File: config.mk
export PLATFORM = sky130hd
export DESIGN_NAME = frame_fwd
export DESIGN_NICKNAME = d
export VERILOG_FILES = /design/src/rtl/frame_fwd_pkg.sv /design/src/rtl/frame_fwd_buf.sv /design/src/rtl/frame_fwd.sv
export SDC_FILE = /design/constraint.sdc
export NUM_CORES = 1
export LEC_CHECK = 0
export CAP_MARGIN = 5
export CORE_UTILIZATION = 45
export DETAILED_ROUTE_END_ITERATION = 16
export REMOVE_ABC_BUFFERS = 1
export SLEW_MARGIN = 20
export SYNTH_ARGS = -nofsm -noshare
export SYNTH_HDL_FRONTEND = slang
export SYNTH_HIERARCHICAL = 1
export SYNTH_SLANG_ARGS = --single-unit
export TNS_END_PERCENT = 10
File: constraint.sdc
create_clock -name clk -period 5.4 [get_ports clk]
set_input_delay 0.81 -clock clk [delete_from_list [all_inputs] [get_ports clk]]
set_output_delay 0.81 -clock clk [all_outputs]
set_load 0.02 [all_outputs]
File: src/rtl/frame_fwd_pkg.sv
// Shared types and widths for the frame_fwd store-and-forward stage.
package frame_fwd_pkg;

  localparam int unsigned IFG_W  = 8;
  localparam int unsigned STAT_W = 32;

  typedef enum logic [1:0] {
    ST_IDLE = 2'd0,
    ST_SEND = 2'd1,
    ST_IFG  = 2'd2
  } tx_state_e;

endpackage

File: src/rtl/frame_fwd_buf.sv
// Frame data buffer: circular RAM whose write pointer is committed or rewound
// per frame, with the length of the frame in progress and a full flag.
module frame_fwd_buf
  import frame_fwd_pkg::*;
#(
  parameter int unsigned    DATA_W = 8,
  parameter int unsigned    DEPTH  = 64,
  localparam int unsigned   PTR_W  = $clog2(DEPTH) + 1
) (
  input  logic              clk,
  input  logic              rst_n,
  input  logic              wr_en,
  input  logic [DATA_W-1:0] wr_data,
  input  logic              mark,
  input  logic              commit,
  input  logic              rewind,
  input  logic              rd_en,
  output logic [DATA_W-1:0] rd_data,
  output logic [PTR_W-1:0]  frame_len,
  output logic              full
);

  localparam int unsigned AW = PTR_W - 1;

  logic [DATA_W-1:0] mem [DEPTH];
  logic [PTR_W-1:0]  wr_ptr;
  logic [PTR_W-1:0]  rd_ptr;
  logic [PTR_W-1:0]  start_ptr;

  // Pointers carry one extra wrap bit so full and empty are distinguishable.
  always_ff @(posedge clk) begin
    if (!rst_n) begin
      wr_ptr    <= '0;
      rd_ptr    <= '0;
      start_ptr <= '0;
    end else begin
      if (rewind) begin
        wr_ptr <= start_ptr;
      end else if (wr_en) begin
        wr_ptr <= wr_ptr + PTR_W'(1);
      end
      if (mark || commit) begin
        start_ptr <= wr_ptr;
      end
      if (rd_en) begin
        rd_ptr <= rd_ptr + PTR_W'(1);
      end
    end
  end

  always_ff @(posedge clk) begin
    if (wr_en) begin
      mem[wr_ptr[AW-1:0]] <= wr_data;
    end
  end

  assign rd_data   = mem[rd_ptr[AW-1:0]];
  assign frame_len = wr_ptr - start_ptr;
  assign full      = (wr_ptr - rd_ptr) == PTR_W'(DEPTH);

endmodule

File: src/rtl/frame_fwd.sv
// Store-and-forward frame stage: buffers whole RX frames, replays them on TX with
// a minimum inter-frame gap. Define FRAME_FWD_STATS_EN to add frame counters.
module frame_fwd
  import frame_fwd_pkg::*;
#(
  parameter int unsigned DATA_W     = 8,
  parameter int unsigned DEPTH      = 64,
  parameter int unsigned MAX_FRAMES = 4,
  parameter int unsigned MIN_IFG    = 12
) (
  input  logic              clk,
  input  logic              rst_n,
  input  logic [DATA_W-1:0] rxd,
  input  logic              rx_dv,
  output logic [DATA_W-1:0] txd,
  output logic              tx_en,
  output logic              rx_drop,
  output logic              busy
`ifdef FRAME_FWD_STATS_EN
  ,
  output logic [STAT_W-1:0] stat_rx_frames,
  output logic [STAT_W-1:0] stat_tx_frames,
  output logic [STAT_W-1:0] stat_drop_frames
`endif
);

  localparam int unsigned LEN_W = $clog2(DEPTH) + 1;
  localparam int unsigned QA_W  = $clog2(MAX_FRAMES);
  localparam int unsigned QP_W  = QA_W + 1;

  logic              rx_dv_d;
  logic              rx_bad;
  logic              first_beat;
  logic              frame_end;
  logic              bad_now;
  logic              wr_en;
  logic              push;
  logic              drop;
  logic              buf_full;
  logic [LEN_W-1:0]  frame_len;
  logic [DATA_W-1:0] rd_data;

  logic [LEN_W-1:0]  q_mem [MAX_FRAMES];
  logic [QP_W-1:0]   q_wr;
  logic [QP_W-1:0]   q_rd;
  logic [QP_W-1:0]   q_cnt;
  logic [QP_W-1:0]   q_cnt_d;
  logic              q_full;
  logic              q_empty;
  logic              pop;

  tx_state_e         state;
  tx_state_e         state_d;
  logic [LEN_W-1:0]  beat_cnt;
  logic [LEN_W-1:0]  beat_cnt_d;
  logic [IFG_W-1:0]  ifg_cnt;
  logic [IFG_W-1:0]  ifg_cnt_d;
  logic [DATA_W-1:0] txd_d;
  logic              tx_en_d;
  logic              rd_en;

  // A frame turns bad if it cannot get a queue slot or outruns the buffer.
  assign first_beat = rx_dv && !rx_dv_d;
  assign frame_end  = !rx_dv && rx_dv_d;
  assign bad_now    = rx_bad || (first_beat && q_full) || buf_full;
  assign wr_en      = rx_dv && !bad_now;
  assign push       = frame_end && !rx_bad;
  assign drop       = frame_end && rx_bad;

  always_ff @(posedge clk) begin
    if (!rst_n) begin
      rx_dv_d <= 1'b0;
      rx_bad  <= 1'b0;
      rx_drop <= 1'b0;
    end else begin
      rx_dv_d <= rx_dv;
      rx_drop <= drop;
      if (frame_end) begin
        rx_bad <= 1'b0;
      end else if (rx_dv) begin
        rx_bad <= bad_now;
      end
    end
  end

  frame_fwd_buf #(
    .DATA_W (DATA_W),
    .DEPTH  (DEPTH)
  ) u_buf (
    .clk       (clk),
    .rst_n     (rst_n),
    .wr_en     (wr_en),
    .wr_data   (rxd),
    .mark      (first_beat),
    .commit    (push),
    .rewind    (drop),
    .rd_en     (rd_en),
    .rd_data   (rd_data),
    .frame_len (frame_len),
    .full      (buf_full)
  );

  // Length queue of committed frames awaiting TX.
  assign q_cnt   = q_wr - q_rd;
  assign q_full  = q_cnt == QP_W'(MAX_FRAMES);
  assign q_empty = q_cnt == '0;
  assign q_cnt_d = q_cnt + QP_W'(push) - QP_W'(pop);

  always_ff @(posedge clk) begin
    if (!rst_n) begin
      q_wr <= '0;
      q_rd <= '0;
    end else begin
      if (push) q_wr <= q_wr + QP_W'(1);
      if (pop)  q_rd <= q_rd + QP_W'(1);
    end
  end

  always_ff @(posedge clk) begin
    if (push) begin
      q_mem[q_wr[QA_W-1:0]] <= frame_len;
    end
  end

  always_comb begin
    state_d    = state;
    beat_cnt_d = beat_cnt;
    ifg_cnt_d  = ifg_cnt;
    tx_en_d    = 1'b0;
    txd_d      = '0;
    pop        = 1'b0;
    rd_en      = 1'b0;
    unique case (state)
      ST_IDLE: begin
        if (!q_empty) begin
          pop        = 1'b1;
          beat_cnt_d = q_mem[q_rd[QA_W-1:0]];
          state_d    = ST_SEND;
        end
      end
      ST_SEND: begin
        tx_en_d    = 1'b1;
        txd_d      = rd_data;
        rd_en      = 1'b1;
        beat_cnt_d = beat_cnt - LEN_W'(1);
        if (beat_cnt == LEN_W'(1)) begin
          ifg_cnt_d = IFG_W'(MIN_IFG);
          state_d   = ST_IFG;
        end
      end
      ST_IFG: begin
        ifg_cnt_d = ifg_cnt - IFG_W'(1);
        if (ifg_cnt == IFG_W'(1)) begin
          state_d = ST_IDLE;
        end
      end
      default: state_d = ST_IDLE;
    endcase
  end

  always_ff @(posedge clk) begin
    if (!rst_n) begin
      state    <= ST_IDLE;
      beat_cnt <= '0;
      ifg_cnt  <= '0;
      tx_en    <= 1'b0;
      txd      <= '0;
      busy     <= 1'b0;
    end else begin
      state    <= state_d;
      beat_cnt <= beat_cnt_d;
      ifg_cnt  <= ifg_cnt_d;
      tx_en    <= tx_en_d;
      txd      <= txd_d;
      busy     <= (q_cnt_d != '0) || (state_d != ST_IDLE);
    end
  end

`ifdef FRAME_FWD_STATS_EN
  always_ff @(posedge clk) begin
    if (!rst_n) begin
      stat_rx_frames   <= '0;
      stat_tx_frames   <= '0;
      stat_drop_frames <= '0;
    end else begin
      if (push) stat_rx_frames <= stat_rx_frames + STAT_W'(1);
      if (state == ST_SEND && beat_cnt == LEN_W'(1)) begin
        stat_tx_frames <= stat_tx_frames + STAT_W'(1);
      end
      if (drop) stat_drop_frames <= stat_drop_frames + STAT_W'(1);
    end
  end
`endif

endmodule

==> impl_metrics.yaml <==
worst_setup_path:
  setup.worst_path.start_class: "flip-flop"
  cp_slowest_stage_delay_ns: 0.77
  critical_path.reg2reg.startpoint: "u_buf/wr_ptr[1]"
  worst-r2r-cell-count: 13
  arr_time_crit_path_ns: 4.73
  rrSetupSlack_ns: 0.91
  critical_path.cell_chain: "ha_1, nor2b_1, o21ai_0, nand2b_1, a31oi_1, mux2i_1, nor3_1, a311o_1, nor2_1, buf_4, nor2b_1, nand3_1, nor2_1"
  worst-endpoint-required_ns: 5.64
  worst-path-max-fanout: 15
  regToRegEndpoint: "u_buf/mem[19][5]"
  master_of_the_slowest_instance_on_the_critical_path: "nor2_1"
  path_class: "reg -> reg"
  worstSetupEndpointType: "flip-flop"
yosys:
  synth-warning-count: 6
  syn-cell-area_sq_mm: 0.0243
  seq_area_frac_synth_pct: 72.1
  synth_area_leaders: "edfxtp_1, mux4_2, dfxtp_1"
  synth_top_cells_by_count: "edfxtp_1, nor2_1, mux4_2, dfxtp_1, nand2_1"
  synth_top_area_share_pct: 66.8
  synth_top_area_cell: "edfxtp_1"
  synth_enable_flop_cells: 540
  postSynthRegisterBits: 605
  netlist_instances: 1324
  postSynthAreaPerCell_sq_um: 18.3
  yosys.cell_types.count: 61
  yosysMostFrequentCell: "edfxtp_1"
  synth-main-ff-cell: "edfxtp_1"
  synthArstFlopShare_pct: 0
placement:
  place.detailed.instances: 2005
  buffer_ports.inserted: 21
  place.detailed.hpwl_um: 33700
  postPlaceCellArea_sq_mm: 0.0251
  place.gp.congestion: 0.865
die:
  ioPinCount: 22
  row_count: 84
  start_util_pct: 45.9
  dieArea_sq_mm: 0.0549
  floorplan_core_area_sq_mm: 0.0530
  dieHeight_um: 234
  die-width_um: 234
worst_hold_path:
  hold_path_end: "u_buf/start_ptr[2]"
  min_delay_path_depth: 2
  hold_path.startpoint: "u_buf/start_ptr[2]"
  timing.hold.worst.class: "reg -> reg"
power_and_ir_drop:
  power_leakage_uw: 0.00846
  powerDensity_mw_per_mm2: 418
  vdd.ir_drop.worst_v: 0.000278
clock_network:
  tritoncts_num_sinks: 605
  post_cts_buffers: 0
  clock_insertion_delay_worst_skew_ns: 0.63
  post_cts_resized: 0
  htree_levels: 2
  clk_path_buf_depth: 3
  cts_root_buffer: "clkbuf_16"
  cts_tree: "yes"
  worst_setup_hold_path_clk_slew_ns: 0.07
  cts-buffers-inserted: 60
  cts.hold.buffers_added: 0
sta:
  final_max_slew_viol_count: 0
  max_slew.worst_pin.slew_ns: 1.05
  rsz0062_at_grt: "no"
  timing.slew.headroom_pct: 30.2
  period_needed_ns: 4.49
  hold_slack_ns: 0.453
  setup_viol: 0
  finalCritPeriodShare_pct: 83.1
  fin_worst_skew_ns: 0.0265
  hold_viol: 0
  fmax_ghz: 0.223
drt:
  via_count: 12300
  routed_wire_length_per_instance_um: 25.9
  routed_wl_um: 54900
  drtAntennaViolNets: 0
  firstDrtPassIters: 5
  viasPerCell: 5.82
  drtIter0Drc: 1310
  route.detailed.drc: 0
global_route:
  number_of_global_route_vias_before_repair: 12000
  initial_antenna_violation_count: 0
  gr-total-overflow: 0
  grt_max_degree: 69
  total_grt_usage_pct: 20.4
  grt_first_pass_wirelength_um: 79800
finish:
  multi_input_comb_area_sq_mm: 0.00621
  area_growth_pct: 11.2
  drive_gt1_share_pct: 17.9
  final-instance-count-excl-fill: 2120
  regArea_sq_mm: 0.0175
  postLayoutCellArea_sq_mm: 0.0270
  postLayoutCoreUtil_pct: 51.0
  num-fill-cells: 4284
  total_number_of_nets_in_the_final_design: 1419
flow_run:
  drv_cap: 0
outcome:
  run_status: "finished clean"
[placed cells by master, fill, tap and decap left out, types with 4 or more instances in the layout]
cell type / synthesis / layout
a211oi_1: 9 / 9
a21o_1: 4 / 4
a21oi_1: 34 / 34
a31oi_1: 7 / 7
and2_1: 11 / 11
and3_1: 13 / 13
buf_2: 15 / 7
buf_4: 3 / 32
clkbuf_1: 22 / 5
clkbuf_16: 0 / 61
clkdlybuf4s50_1: 0 / 13
clkinv_1: 1 / 25
clkinv_2: 0 / 8
clkinvlp_4: 0 / 5
dfxtp_1: 65 / 62
edfxtp_1: 540 / 540
ha_1: 26 / 26
inv_1: 30 / 30
inv_6: 0 / 4
mux2_2: 8 / 8
mux2i_1: 16 / 16
mux4_1: 25 / 25
mux4_2: 110 / 110
nand2_1: 42 / 42
nand2b_1: 15 / 15
nand3_1: 17 / 17
nand4_1: 5 / 5
nor2_1: 112 / 112
nor2b_1: 10 / 10
nor3_1: 9 / 9
nor4_1: 5 / 5
o211ai_1: 6 / 6
o21ai_0: 20 / 20
o21ai_1: 12 / 12
o22ai_1: 40 / 40
or2_2: 4 / 4
or3_1: 9 / 9
xnor2_1: 21 / 21
xor2_1: 8 / 8
[flip-flops by register name (all words and copies together), names as in the netlist, named ones only]
name             flops
u_buf/rd_ptr         7
q_wr                 3
u_buf/wr_ptr         7
busy                 1
beat_cnt             7
rx_dv_d              1
u_buf/mem          512
u_buf/start_ptr      7
rx_bad               1
state                2
ifg_cnt              8
txd                  8
q_rd                 3
q_mem               28
rx_drop              1
tx_en                1
[power by group]
| group | switching, uW | internal [uW] |
|---|---|---|
| sequential | 219 | 5230 |
| clock | 1750 | 2210 |
| combinational | 985 | 892 |
| total | 2950 | 8330 |
[cells by family after synthesis]
family                   Yosys count  share of synthesized area, %
buffers and inverters             91                          2.30
adder cells (fa/ha/maj)           29                          1.59
AND/OR/NAND/NOR                  264                          5.21
AO/OA/AOI/OAI                    146                          3.70
XOR/XNOR                          30                          1.15
flip-flops                       605                          72.1
multiplexers                     159                          13.9
[worst max path at each step]
stage                       endpoint       startpoint  slack [ns]  cells past startpoint
floorplan                     txd[7]        flip-flop       -0.98                      5
global placement     u_buf/mem[3][0]  u_buf/wr_ptr[1]        1.11                     13
detailed placement  u_buf/mem[59][0]  u_buf/wr_ptr[1]        0.98                     13
CTS                 u_buf/mem[19][1]  u_buf/wr_ptr[1]        0.96                     13
global route         u_buf/mem[3][3]  u_buf/wr_ptr[1]        0.60                     13
finish              u_buf/mem[19][5]  u_buf/wr_ptr[1]        0.91                     13
[cell type report]
class / count / area share [%]
sequential: 605 / 64.9
tap: 688 / 3.19
antenna: 1 / 0.00926
clock buffer: 66 / 5.72
timing repair buffer: 53 / 1.57
clock inverter: 48 / 1.21
multi-input combinational: 628 / 23.0
inverter: 31 / 0.431
[metrics by stage]
stage	total power [uW]	setup slack [ns]	setup TNS (ns)
final	11300	0.911	0
after global routing	11700	0.604	0
after CTS	11400	0.956	0
after detailed placement	7450	0.978	0
after global placement	7430	1.11	0
after floorplan	6910	-0.985	-6.28
[critical path: cells and delay by family, from the launching register on]
family | cells | cell delay [ns]
buffers and inverters | 1 | 0.20
DFF | 1 | 0.67
and+or+nand+nor | 7 | 1.94
adders and majority gates | 1 | 0.34
AOI/OAI and AO/OA | 3 | 0.71
muxes | 1 | 0.23
[layer usage]
layer | part of all wire [%] | global-route usage (%)
met5 | 0 | 0
met2 | 46 | 30.6
met4 | 2.7 | 6.75
met3 | 6.8 | 3.54
met1 | 45 | 30.3
(Power assumes the default switching activity.)
